<file path="config.mk">
export PLATFORM = sky130hd
export DESIGN_NAME = alu
export DESIGN_NICKNAME = d
export VERILOG_FILES = /design/src/rtl/alu_pkg.sv /design/src/rtl/alu_shifter.sv /design/src/rtl/alu.sv
export SDC_FILE = /design/constraint.sdc
export NUM_CORES = 1
export LEC_CHECK = 0
export ABC_AREA = 1
export CORE_AREA = 4 4 109 111
export DETAILED_ROUTE_END_ITERATION = 12
export DIE_AREA = 0 0 113 115
export GPL_ROUTABILITY_DRIVEN = 1
export PLACE_DENSITY = 0.82
export SYNTH_ARGS = -nofsm -noshare
export SYNTH_HDL_FRONTEND = slang
export SYNTH_HIERARCHICAL = 1
export SYNTH_SLANG_ARGS = --single-unit
</file>
<file path="constraint.sdc">
create_clock -name clk -period 1.65 [get_ports clk]
set_clock_uncertainty 0.1 [all_clocks]
set_input_delay 0.4125 -clock clk [delete_from_list [all_inputs] [get_ports clk]]
set_output_delay 0.4125 -clock clk [all_outputs]
set_load 0.02 [all_outputs]
</file>
<file path="src/rtl/alu_pkg.sv">
// rtl/alu_pkg.sv - shared opcode encoding and data width for the alu block
package alu_pkg;

  localparam int DATA_W = 16;

  typedef enum logic [3:0] {
    OP_INC  = 4'd0,
    OP_DEC  = 4'd1,
    OP_ADD  = 4'd2,
    OP_SUB  = 4'd3,
    OP_MOV  = 4'd4,
    OP_NOT  = 4'd5,
    OP_OR   = 4'd6,
    OP_AND  = 4'd7,
    OP_SHL  = 4'd8,
    OP_SHR  = 4'd9,
    OP_SETC = 4'd10,
    OP_CLC  = 4'd11
  } alu_op_e;

endpackage

</file>
<file path="src/rtl/alu_shifter.sv">
// rtl/alu_shifter.sv - logical barrel shifter producing both directions and the last bit shifted out
module alu_shifter
  import alu_pkg::*;
(
  input  logic [DATA_W-1:0] a,
  input  logic [3:0]        shamt,
  output logic [DATA_W-1:0] shl_result,
  output logic              shl_carry,
  output logic [DATA_W-1:0] shr_result,
  output logic              shr_carry
);

  logic [DATA_W:0] shl_ext;
  logic [DATA_W:0] shr_ext;

  // One guard bit on the outgoing side catches the last bit shifted out.
  assign shl_ext    = {1'b0, a} << shamt;
  assign shr_ext    = {a, 1'b0} >> shamt;

  assign shl_result = shl_ext[DATA_W-1:0];
  assign shl_carry  = shl_ext[DATA_W];
  assign shr_result = shr_ext[DATA_W:1];
  assign shr_carry  = shr_ext[0];

endmodule

</file>
<file path="src/rtl/alu.sv">
// rtl/alu.sv - 16-bit ALU with registered result and carry/negative/zero flags
module alu
  import alu_pkg::*;
(
  input  logic              clk,
  input  logic              rst_n,
  input  logic [DATA_W-1:0] A,
  input  logic [DATA_W-1:0] B,
  input  logic              ALU_EN,
  input  logic [3:0]        Function_Control,
  input  logic [3:0]        shiftamount,
  output logic [DATA_W-1:0] ALU_Out,
  output logic              CarryOut,
  output logic              NegativeFlag,
  output logic              ZeroFlag
);

  localparam logic [DATA_W:0] ONE_EXT = (DATA_W+1)'(1);

  alu_op_e           op;
  logic [DATA_W:0]   ext;
  logic [DATA_W-1:0] nxt_out;
  logic              nxt_c;
  logic              nxt_n;
  logic              nxt_z;
  logic              upd_nz;
  logic [DATA_W-1:0] shl_result;
  logic [DATA_W-1:0] shr_result;
  logic              shl_carry;
  logic              shr_carry;

  assign op = alu_op_e'(Function_Control);

  alu_shifter u_shifter (
    .a          (A),
    .shamt      (shiftamount),
    .shl_result (shl_result),
    .shl_carry  (shl_carry),
    .shr_result (shr_result),
    .shr_carry  (shr_carry)
  );

  always_comb begin
    nxt_out = ALU_Out;
    nxt_c   = CarryOut;
    upd_nz  = 1'b1;
    ext     = '0;
    // Arithmetic runs one bit wide so bit DATA_W is the carry, or the borrow for subtraction.
    case (op)
      OP_INC: begin ext = {1'b0, B} + ONE_EXT;  nxt_out = ext[DATA_W-1:0]; nxt_c = ext[DATA_W]; end
      OP_DEC: begin ext = {1'b0, B} - ONE_EXT;  nxt_out = ext[DATA_W-1:0]; nxt_c = ext[DATA_W]; end
      OP_ADD: begin ext = {1'b0, A} + {1'b0, B}; nxt_out = ext[DATA_W-1:0]; nxt_c = ext[DATA_W]; end
      OP_SUB: begin ext = {1'b0, A} - {1'b0, B}; nxt_out = ext[DATA_W-1:0]; nxt_c = ext[DATA_W]; end
      OP_MOV: nxt_out = B;
      OP_NOT: nxt_out = ~B;
      OP_OR:  nxt_out = A | B;
      OP_AND: nxt_out = A & B;
      OP_SHL: begin
        nxt_out = shl_result;
        if (shiftamount != 4'd0) nxt_c = shl_carry;
      end
      OP_SHR: begin
        nxt_out = shr_result;
        if (shiftamount != 4'd0) nxt_c = shr_carry;
      end
      OP_SETC: begin nxt_c = 1'b1; upd_nz = 1'b0; end
      OP_CLC:  begin nxt_c = 1'b0; upd_nz = 1'b0; end
      default: upd_nz = 1'b0;
    endcase
    nxt_n = upd_nz ? nxt_out[DATA_W-1] : NegativeFlag;
    nxt_z = upd_nz ? (nxt_out == '0)   : ZeroFlag;
  end

  always_ff @(posedge clk or negedge rst_n) begin
    if (!rst_n) begin
      ALU_Out      <= '0;
      CarryOut     <= 1'b0;
      NegativeFlag <= 1'b0;
      ZeroFlag     <= 1'b0;
    end else if (ALU_EN) begin
      ALU_Out      <= nxt_out;
      CarryOut     <= nxt_c;
      NegativeFlag <= nxt_n;
      ZeroFlag     <= nxt_z;
    end
  end

endmodule

</file>
==> results of run 1 <==
## synthesized netlist by cell type, types with 2 or more instances
cell	n
dfrtp_1	19
and2_1	6
o211ai_1	2
nand4_1	23
nor2_1	144
a21boi_0	2
clkbuf_1	18
inv_1	154
ha_1	54
buf_4	2
buf_6	2
buf_2	22
xor2_1	2
or2_2	10
buf_1	3
nand3_1	225
clkinv_1	2
fa_1	2
o21bai_1	4
o21ai_0	36
nand2_2	10
o22ai_1	6
inv_2	6
nor2_2	6
nor3_1	14
o21ai_1	2
a21oi_1	37
nand2_1	474
## logic make-up after synthesis
family | after synthesis | share of synthesized area
simple gates | 919 | 0.605
compound gates | 91 | 0.0753
flops | 19 | 0.0734
fa+ha+maj | 56 | 0.110
buf+inv | 211 | 0.133
xor+xnor | 2 | 0.00270
## stage by stage
| step | util | TNS (ps) | cell area (um^2) |
|---|---|---|---|
| 3_5_place_dp | 0.872 | -23830 | 9410 |
| 2_1_floorplan | - | -4450 | 6970 |
| 3_3_place_gp | 0.872 | -22370 | 9410 |
==> metrics.csv, run 1 <==
metric;value;unit
PostCTS Resize Cnt;551;
Synth area leader;nand2_1;
status;stopped before the end;
Avg Inst Size Synth;4.99;um^2
Detail Placement HPWL;23.9;mm
synthesized area;6480;um^2
cells after synthesis;1298;
synth warn;6;
Initial Util;0.600;
failing step;clock tree synthesis;
Die Span Y;115;um
ranking of synthesized cells by area;nand2_1, nand3_1, ha_1;
dominant synthesized flop cell;dfrtp_1;
Die Span X;113;um
# rows;38;
gpl congestion;1.18;
syn_nets;1397;
Post-synth EDFFs;0;
# Post-CTS Setup Buffers;43;
Hold Buf Count CTS;0;
Synth cell types;39;
Post-Place Cells;1701;
#FFs+latches synth;19;
cts bufs inserted;3;
stop err;[ERROR DPL-0038] Utilization greater than 100%, impossible to legalize;
H-tree levels;1;
Synth top area share;0.275;
ys async rst share;1.00;
clk sink count;19;
IO Pins;62;
sequential element share of the synthesized area;0.0734;
Place WS;-1560;ps
Port-buffer cells;61;
CTS max path bufs;2;
Root Driver;clkbuf_8;
==> run 2: changes to the inputs <==
CORE_AREA = 4 4 133 135   (was 4 4 109 111)
DIE_AREA = 0 0 137 139   (was 0 0 113 115)
PLACE_DENSITY = default   (was 0.82)
PLACE_DENSITY_LB_ADDON = 0.15   (was default)
==> metrics.csv, run 2 <==
metric;value;unit
status;finished, violations left;
failing checks;setup timing;
Final Hold Vio Count;0;
layout cells sized above 1;0.482;
Port-buffer cells;61;
TritonCTS clock tree;yes;
commonest non-fill, non-tap cell in the layout;nand2_1;
IO Pins;62;
CTS clk-pin slew, worst paths;70;ps
Worst EP required;1760;ps
Reg with most FFs;ALU_Out;
setup_tns;-8690;ps
grt peak-use layer;met2;
cells after synthesis;1298;
Detail Placement HPWL;25.7;mm
sequential element share of the synthesized area;0.0734;
most frequent cells in the layout;nand2_1, buf_4, nand3_1, inv_1, nand2_2;
die area;19000;um^2
Hold/Removal Path Class;flip-flop to flip-flop;
routed len/inst;18.6;um
nets;1766;
worst-margin pin slew;356;ps
CP endpoint kind;flip-flop;
CTS max path bufs;2;
Initial Util;0.393;
worst-path cell chain;buf_12 -> buf_12 -> inv_16 -> nand2_4 -> buf_4 -> nand3_2 -> nand3_1 -> nand2_1 -> nand2_1 -> nand2_1 -> inv_1 -> nor2_1 -> a21oi_1 -> nand3_1 -> nor2_2 -> nand2_2 -> nor2_4 -> nand2_2 -> nor3_4 -> nand4_1 -> nand2_1;
xor and xnor fraction of the mapped netlist area;0.00270;
vias in the first global route;9598;
internal reg-to-reg setup slack;150;ps
grt ovf;0;
RR Endpoint;ZeroFlag$_DFFE_PN0P_;
synthesized area;6480;um^2
ys async rst share;1.00;
Worst VDD drop;449;uV
area growth from synthesis to layout;86.8;%
vias per inst;5.48;
Pleak;0.00622;uW
CP bufs+invs;5;
Final setup viols;19;
Synth cell types;39;
drt first pass iters;6;
DRT antenna net count;0;
fmax;431;MHz
Simple-Gate Fraction of Synth Area;0.605;
crit path launch type;input port;
synth cell count leaders;nand2_1, nand3_1, inv_1;
syn_nets;1397;
crit-path max FO;8;
core area;16500;um^2
DR iter-0 viols;1098;
largest family of logic cells by synthesized area;simple AND/OR/NAND/NOR gates;
Skew-Pair Late Insertion Delay;260;ps
first-pass GRT wire length;52.6;mm
Tot GR Track Use;0.352;
gpl congestion;1.01;
total power;4960;uW
Avg Inst Size Synth;4.99;um^2
vias after detailed routing;10300;
final core utilization;0.735;
Synth top area share;0.275;
WP data arrival;2430;ps
initial antenna violation count;1;
clk sink count;19;
Critical Path Start;shiftamount[0];
max reg flops;16;
Inserted Diodes;0;
Die Span X;137;um
Post-synth EDFFs;0;
R2R Path Start;ALU_Out[0]$_DFFE_PN0P_;
ranking of synthesized cells by area;nand2_1, nand3_1, ha_1;
Post-Place Cells;1835;
CP Class;input port to flip-flop;
Crit. path cell count;21;
Period Utilization, post-route;1.41;
Top delay family on crit path;simple AND/OR/NAND/NOR gates;
grt met1 use;0.507;
grt met2 use;0.532;
synth warn;6;
relative slew slack;0.760;
worst setup margin;-668;ps
hold path depth;2;
post-synthesis adder-cell area fraction;0.110;
#FFs+latches synth;19;
Hold Buf Count CTS;0;
compound-gate portion of the synthesized area;0.0753;
critical path's most frequent cell;nand2_1;
total length of routed wires;35.1;mm
H-tree levels;1;
R2R cell count;8;
Root Driver;clkbuf_16;
Pins Over Slew Limit;0;
Critical Path Max Stage Delay;180;ps
Slowest-stage cell, CP;nor3_4;
# Max-Cap Violations;0;
Synth area leader;nand2_1;
cts bufs inserted;3;
largest net degree at the start of global routing;23;
crit path capture;ZeroFlag$_DFFE_PN0P_;
M3 GR Usage;0.0559;
Post-Layout Cell Count;1886;
Power Density;410;nW/um^2
proportion of synthesized area in mux cells;0;
Residual DRC;0;
RSZ-0062 raised after global routing;yes;
Die Span Y;139;um
most frequent cell after synthesis;nand2_1;
dominant synthesized flop cell;dfrtp_1;
# rows;47;
Final Critical Period;2320;ps
==> run 2: cell counts after synthesis <==
Identical to the previous run, type by type.
==> run 2: final cells by class <==
cell class / count / area, um^2
Timing Repair Buffer: 410 / 3610
Timing Repair inverter: 2 / 31.3
Multi-Input combinational cell: 1068 / 6940
Clock buffer: 4 / 78.8
Sequential cell: 19 / 475
Fill cell: 1402 / 4370
Inverter: 163 / 686
Tap cell: 220 / 275
==> run 2: tightest hold or removal path, cell delays in order (launching register included) <==
cell     delay [ps]
dfrtp_1         340
nand2_1          50
nand2_1          50
==> run 2: metrics by stage <==
step | area (um^2) | setup WS (ps) | hold WS, ps
final | 12100 | -668 | 371
after global routing | 12100 | -781 | 398
after CTS | 11500 | -593 | 382
after detailed placement | 9900 | -1490 | 362
after global placement | 9900 | -1480 | 363
after floorplan | 6970 | -445 | 16.9
==> run 2: power by group <==
part / total, uW / switching, uW / internal [uW]
registers: 598 / 58.5 / 540
logic: 3810 / 2130 / 1680
clock network: 546 / 216 / 331
==> run 2: logic make-up after synthesis <==
| group | count (synthesis) |
|---|---|
| AO/OA/AOI/OAI | 91 |
| XOR/XNOR | 2 |
| adder cells (fa/ha/maj) | 56 |
| buffers and inverters | 211 |
| flip-flops | 19 |
| AND/OR/NAND/NOR | 919 |
==> run 2: worst min path at each step <==
stage / from / end
floorplan: rst_n / ALU_Out[0]$_DFFE_PN0P_
global placement: NegativeFlag$_DFFE_PN0P_ / NegativeFlag$_DFFE_PN0P_
detailed placement: ZeroFlag$_DFFE_PN0P_ / ZeroFlag$_DFFE_PN0P_
CTS: ZeroFlag$_DFFE_PN0P_ / ZeroFlag$_DFFE_PN0P_
global route: ZeroFlag$_DFFE_PN0P_ / ZeroFlag$_DFFE_PN0P_
finish: ZeroFlag$_DFFE_PN0P_ / ZeroFlag$_DFFE_PN0P_
==> run 2: repair_timing <==
item / in CTS / in global routing
pin swaps: 141 / 110
endpoints found under the setup margin: 38 / 19
buffers inserted: 36 / 15
gates resized for setup: 493 / 161
cloned: 5 / 0
==> run 2: routing by layer <==
metal	share of wire	routed length (um)
met1	0.43	15300
met2	0.43	15200
met3	0.092	3220
met4	0.040	1390
met5	0.00020	7
No activity file was read; power rests on OpenSTA's default activity.
==> run 3: changes to the inputs <==
CAP_MARGIN = 20   (was default)
CORE_AREA = 4 4 131 133   (was 4 4 133 135)
DIE_AREA = 0 0 135 137   (was 0 0 137 139)
SYNTH_HIERARCHICAL = default   (was 1)
==> metrics.csv, run 3 <==
metric;value;unit
Residual DRC;0;
Die Span Y;137;um
largest net degree at the start of global routing;20;
Period Utilization, post-route;1.51;
cells after synthesis;1247;
worst-margin pin slew;375;ps
Root Driver;clkbuf_16;
Final setup viols;19;
area growth from synthesis to layout;74.3;%
drt first pass iters;5;
Finished Cell Area;11000;um^2
sequential element share of the synthesized area;0.0757;
WP data arrival;2600;ps
switching share of power;0.478;
IO Pins;62;
clk sink count;19;
layout cells sized above 1;0.439;
Final Hold Vio Count;0;
Avg Inst Size Synth;5.04;um^2
CP Class;input port to flip-flop;
Die Span X;135;um
Internal;2380;uW
CP endpoint kind;flip-flop;
Worst VDD drop;499;uV
Tot GR Track Use;0.339;
vias in the first global route;9094;
vias per inst;5.30;
Port-buffer cells;61;
crit-path max FO;2;
Final Critical Period;2500;ps
CTS clk-pin slew, worst paths;60;ps
H-tree levels;1;
Synth area leader;nand2_1;
nets;1694;
Pleak;0.00562;uW
Simple-Gate Fraction of Synth Area;0.569;
synth warn;0;
# Max-Cap Violations;0;
synth cell count leaders;nand2_1, nand3_1, inv_1;
compound-gate portion of the synthesized area;0.104;
post-synthesis adder-cell area fraction;0.114;
syn_nets;1346;
routed len/inst;18.1;um
most frequent cell after synthesis;nand2_1;
Pins Over Slew Limit;0;
ranking of synthesized cells by area;nand2_1, nand3_1, ha_1;
share of power burned in the clock network;0.117;
RSZ-0062 raised after global routing;yes;
synthesized area;6280;um^2
Detail Placement HPWL;25.9;mm
#FFs+latches synth;19;
initial antenna violation count;0;
core area;15800;um^2
total power;4550;uW
TritonCTS clock tree;yes;
Critical Path Max Stage Delay;360;ps
DRT antenna net count;0;
ys async rst share;1.00;
Inserted Diodes;0;
gpl congestion;1.03;
CP bufs+invs;4;
fmax;401;MHz
Hold/Removal Path Class;input port to asynchronous set/reset pin;
fillers;1444;
most frequent cells in the layout;nand2_1, buf_4, nand3_1, nor2_1, inv_1;
Initial Util;0.397;
xor and xnor fraction of the mapped netlist area;0;
proportion of synthesized area in mux cells;0.00159;
DR iter-0 viols;630;
Gate power share;0.752;
commonest non-fill, non-tap cell in the layout;nand2_1;
Post-Place Cells;1755;
Synth cell types;38;
max reg flops;16;
setup_tns;-9690;ps
DP Area;9230;um^2
Power Density;416;nW/um^2
largest family of logic cells by synthesized area;simple AND/OR/NAND/NOR gates;
grt ovf;0;
failing checks;setup timing;
status;finished, violations left;
Top delay family on crit path;simple AND/OR/NAND/NOR gates;
dominant synthesized flop cell;dfrtp_1;
relative slew slack;0.747;
Synth top area share;0.271;
worst-path cell chain;buf_8 -> buf_6 -> inv_12 -> ha_4 -> inv_4 -> fa_2 -> or2_4 -> nand3_2 -> nand2_1 -> nor2_1 -> nand4_1 -> o21bai_1 -> nand3_1 -> nor2_1 -> nand2_1 -> nor2_1 -> nand2_1 -> nand2_1;
Worst EP required;1750;ps
Post-Layout Cell Count;1810;
Hold Buf Count CTS;0;
Slowest-stage cell, CP;fa_2;
first-pass GRT wire length;48.3;mm
# rows;46;
Reg with most FFs;ALU_Out;
critical path's most frequent cell;nand2_1;
crit path launch type;input port;
Psw;2180;uW
die area;18500;um^2
worst setup margin;-846;ps
CTS max path bufs;2;
total length of routed wires;32.7;mm
Post-synth EDFFs;0;
Skew-Pair Late Insertion Delay;260;ps
cts bufs inserted;3;
Seq pwr share;0.131;
vias after detailed routing;9600;
-- run 3: changes by cell type after synthesis, sizes merged, moves of 3 or more --
cell,previous run,this run
nand3,226,189
o21bai,4,8
nand2,484,459
clkbuf,18,6
buf,30,35
inv,161,164
nand3b,1,4
o21ai,38,51
o22ai,6,9
nand4,23,14
nor2,151,161
nor3,15,5
a21oi,37,40
-- run 3: area by class of cell --
type | instances | area (um^2) | share of cell area
clock buffers | 4 | 78.8 | 0.00720
inverters | 165 | 702 | 0.0641
multi-input cells | 1022 | 6240 | 0.570
flip-flops and latches | 19 | 475 | 0.0434
well taps | 216 | 270 | 0.0247
repair buffers | 384 | 3190 | 0.291
-- run 3: cells by family after synthesis --
logic type	after synthesis
mux	1
buf+inv	206
compound gates	117
flops	19
simple gates	848
fa+ha+maj	56
-- run 3: per-layer routing --
metal	vias to the layer above	part of all wire	wire [um]	GRT usage
met5	-	0	0	0
met4	0	0.042	1360	0.129
met3	90	0.085	2770	0.0632
met2	393	0.48	15500	0.587
met1	4459	0.40	13000	0.418
li1	4658	-	-	-
-- run 3: repair_timing --
action,in CTS,in global routing
cloned,0,0
setup endpoints to repair,38,19
pin swaps,116,96
resized for setup,479,115
setup buffers,40,13
-- run 3: final timing paths --
path,end,slack (ps),startpoint,cells after the start
setup / recovery,ZeroFlag$_DFFE_PN0P_,-850,A[0],18
hold / removal,ALU_Out[12]$_DFFE_PN0P_,390,rst_n,2
setup reg to reg,ZeroFlag$_DFFE_PN0P_,250,ALU_Out[0]$_DFFE_PN0P_,8
hold reg to reg,ALU_Out[1]$_DFFE_PN0P_,400,ALU_Out[1]$_DFFE_PN0P_,2
max in group asynchronous,ALU_Out[5]$_DFFE_PN0P_,840,rst_n,2
min in group clk,ALU_Out[1]$_DFFE_PN0P_,400,ALU_Out[1]$_DFFE_PN0P_,2
-- run 3: metrics by stage --
stage / utilization / hold WS, ps / worst slack (ps)
2_1_floorplan: - / 16.9 / -563
5_1_grt: 0.692 / 418 / -909
4_1_cts: 0.663 / 399 / -783
3_3_place_gp: 0.583 / 370 / -1550
3_5_place_dp: 0.583 / 384 / -1560
6_report: 0.692 / 393 / -846
-- run 3: power groups by stage --
stage / clock network, uW / logic [uW] / registers, uW
after floorplan: 0 / 1310 / 692
after global placement: 0 / 2730 / 606
after detailed placement: 0 / 2740 / 606
after CTS: 535 / 3160 / 597
after global routing: 551 / 3660 / 609
final: 531 / 3430 / 598
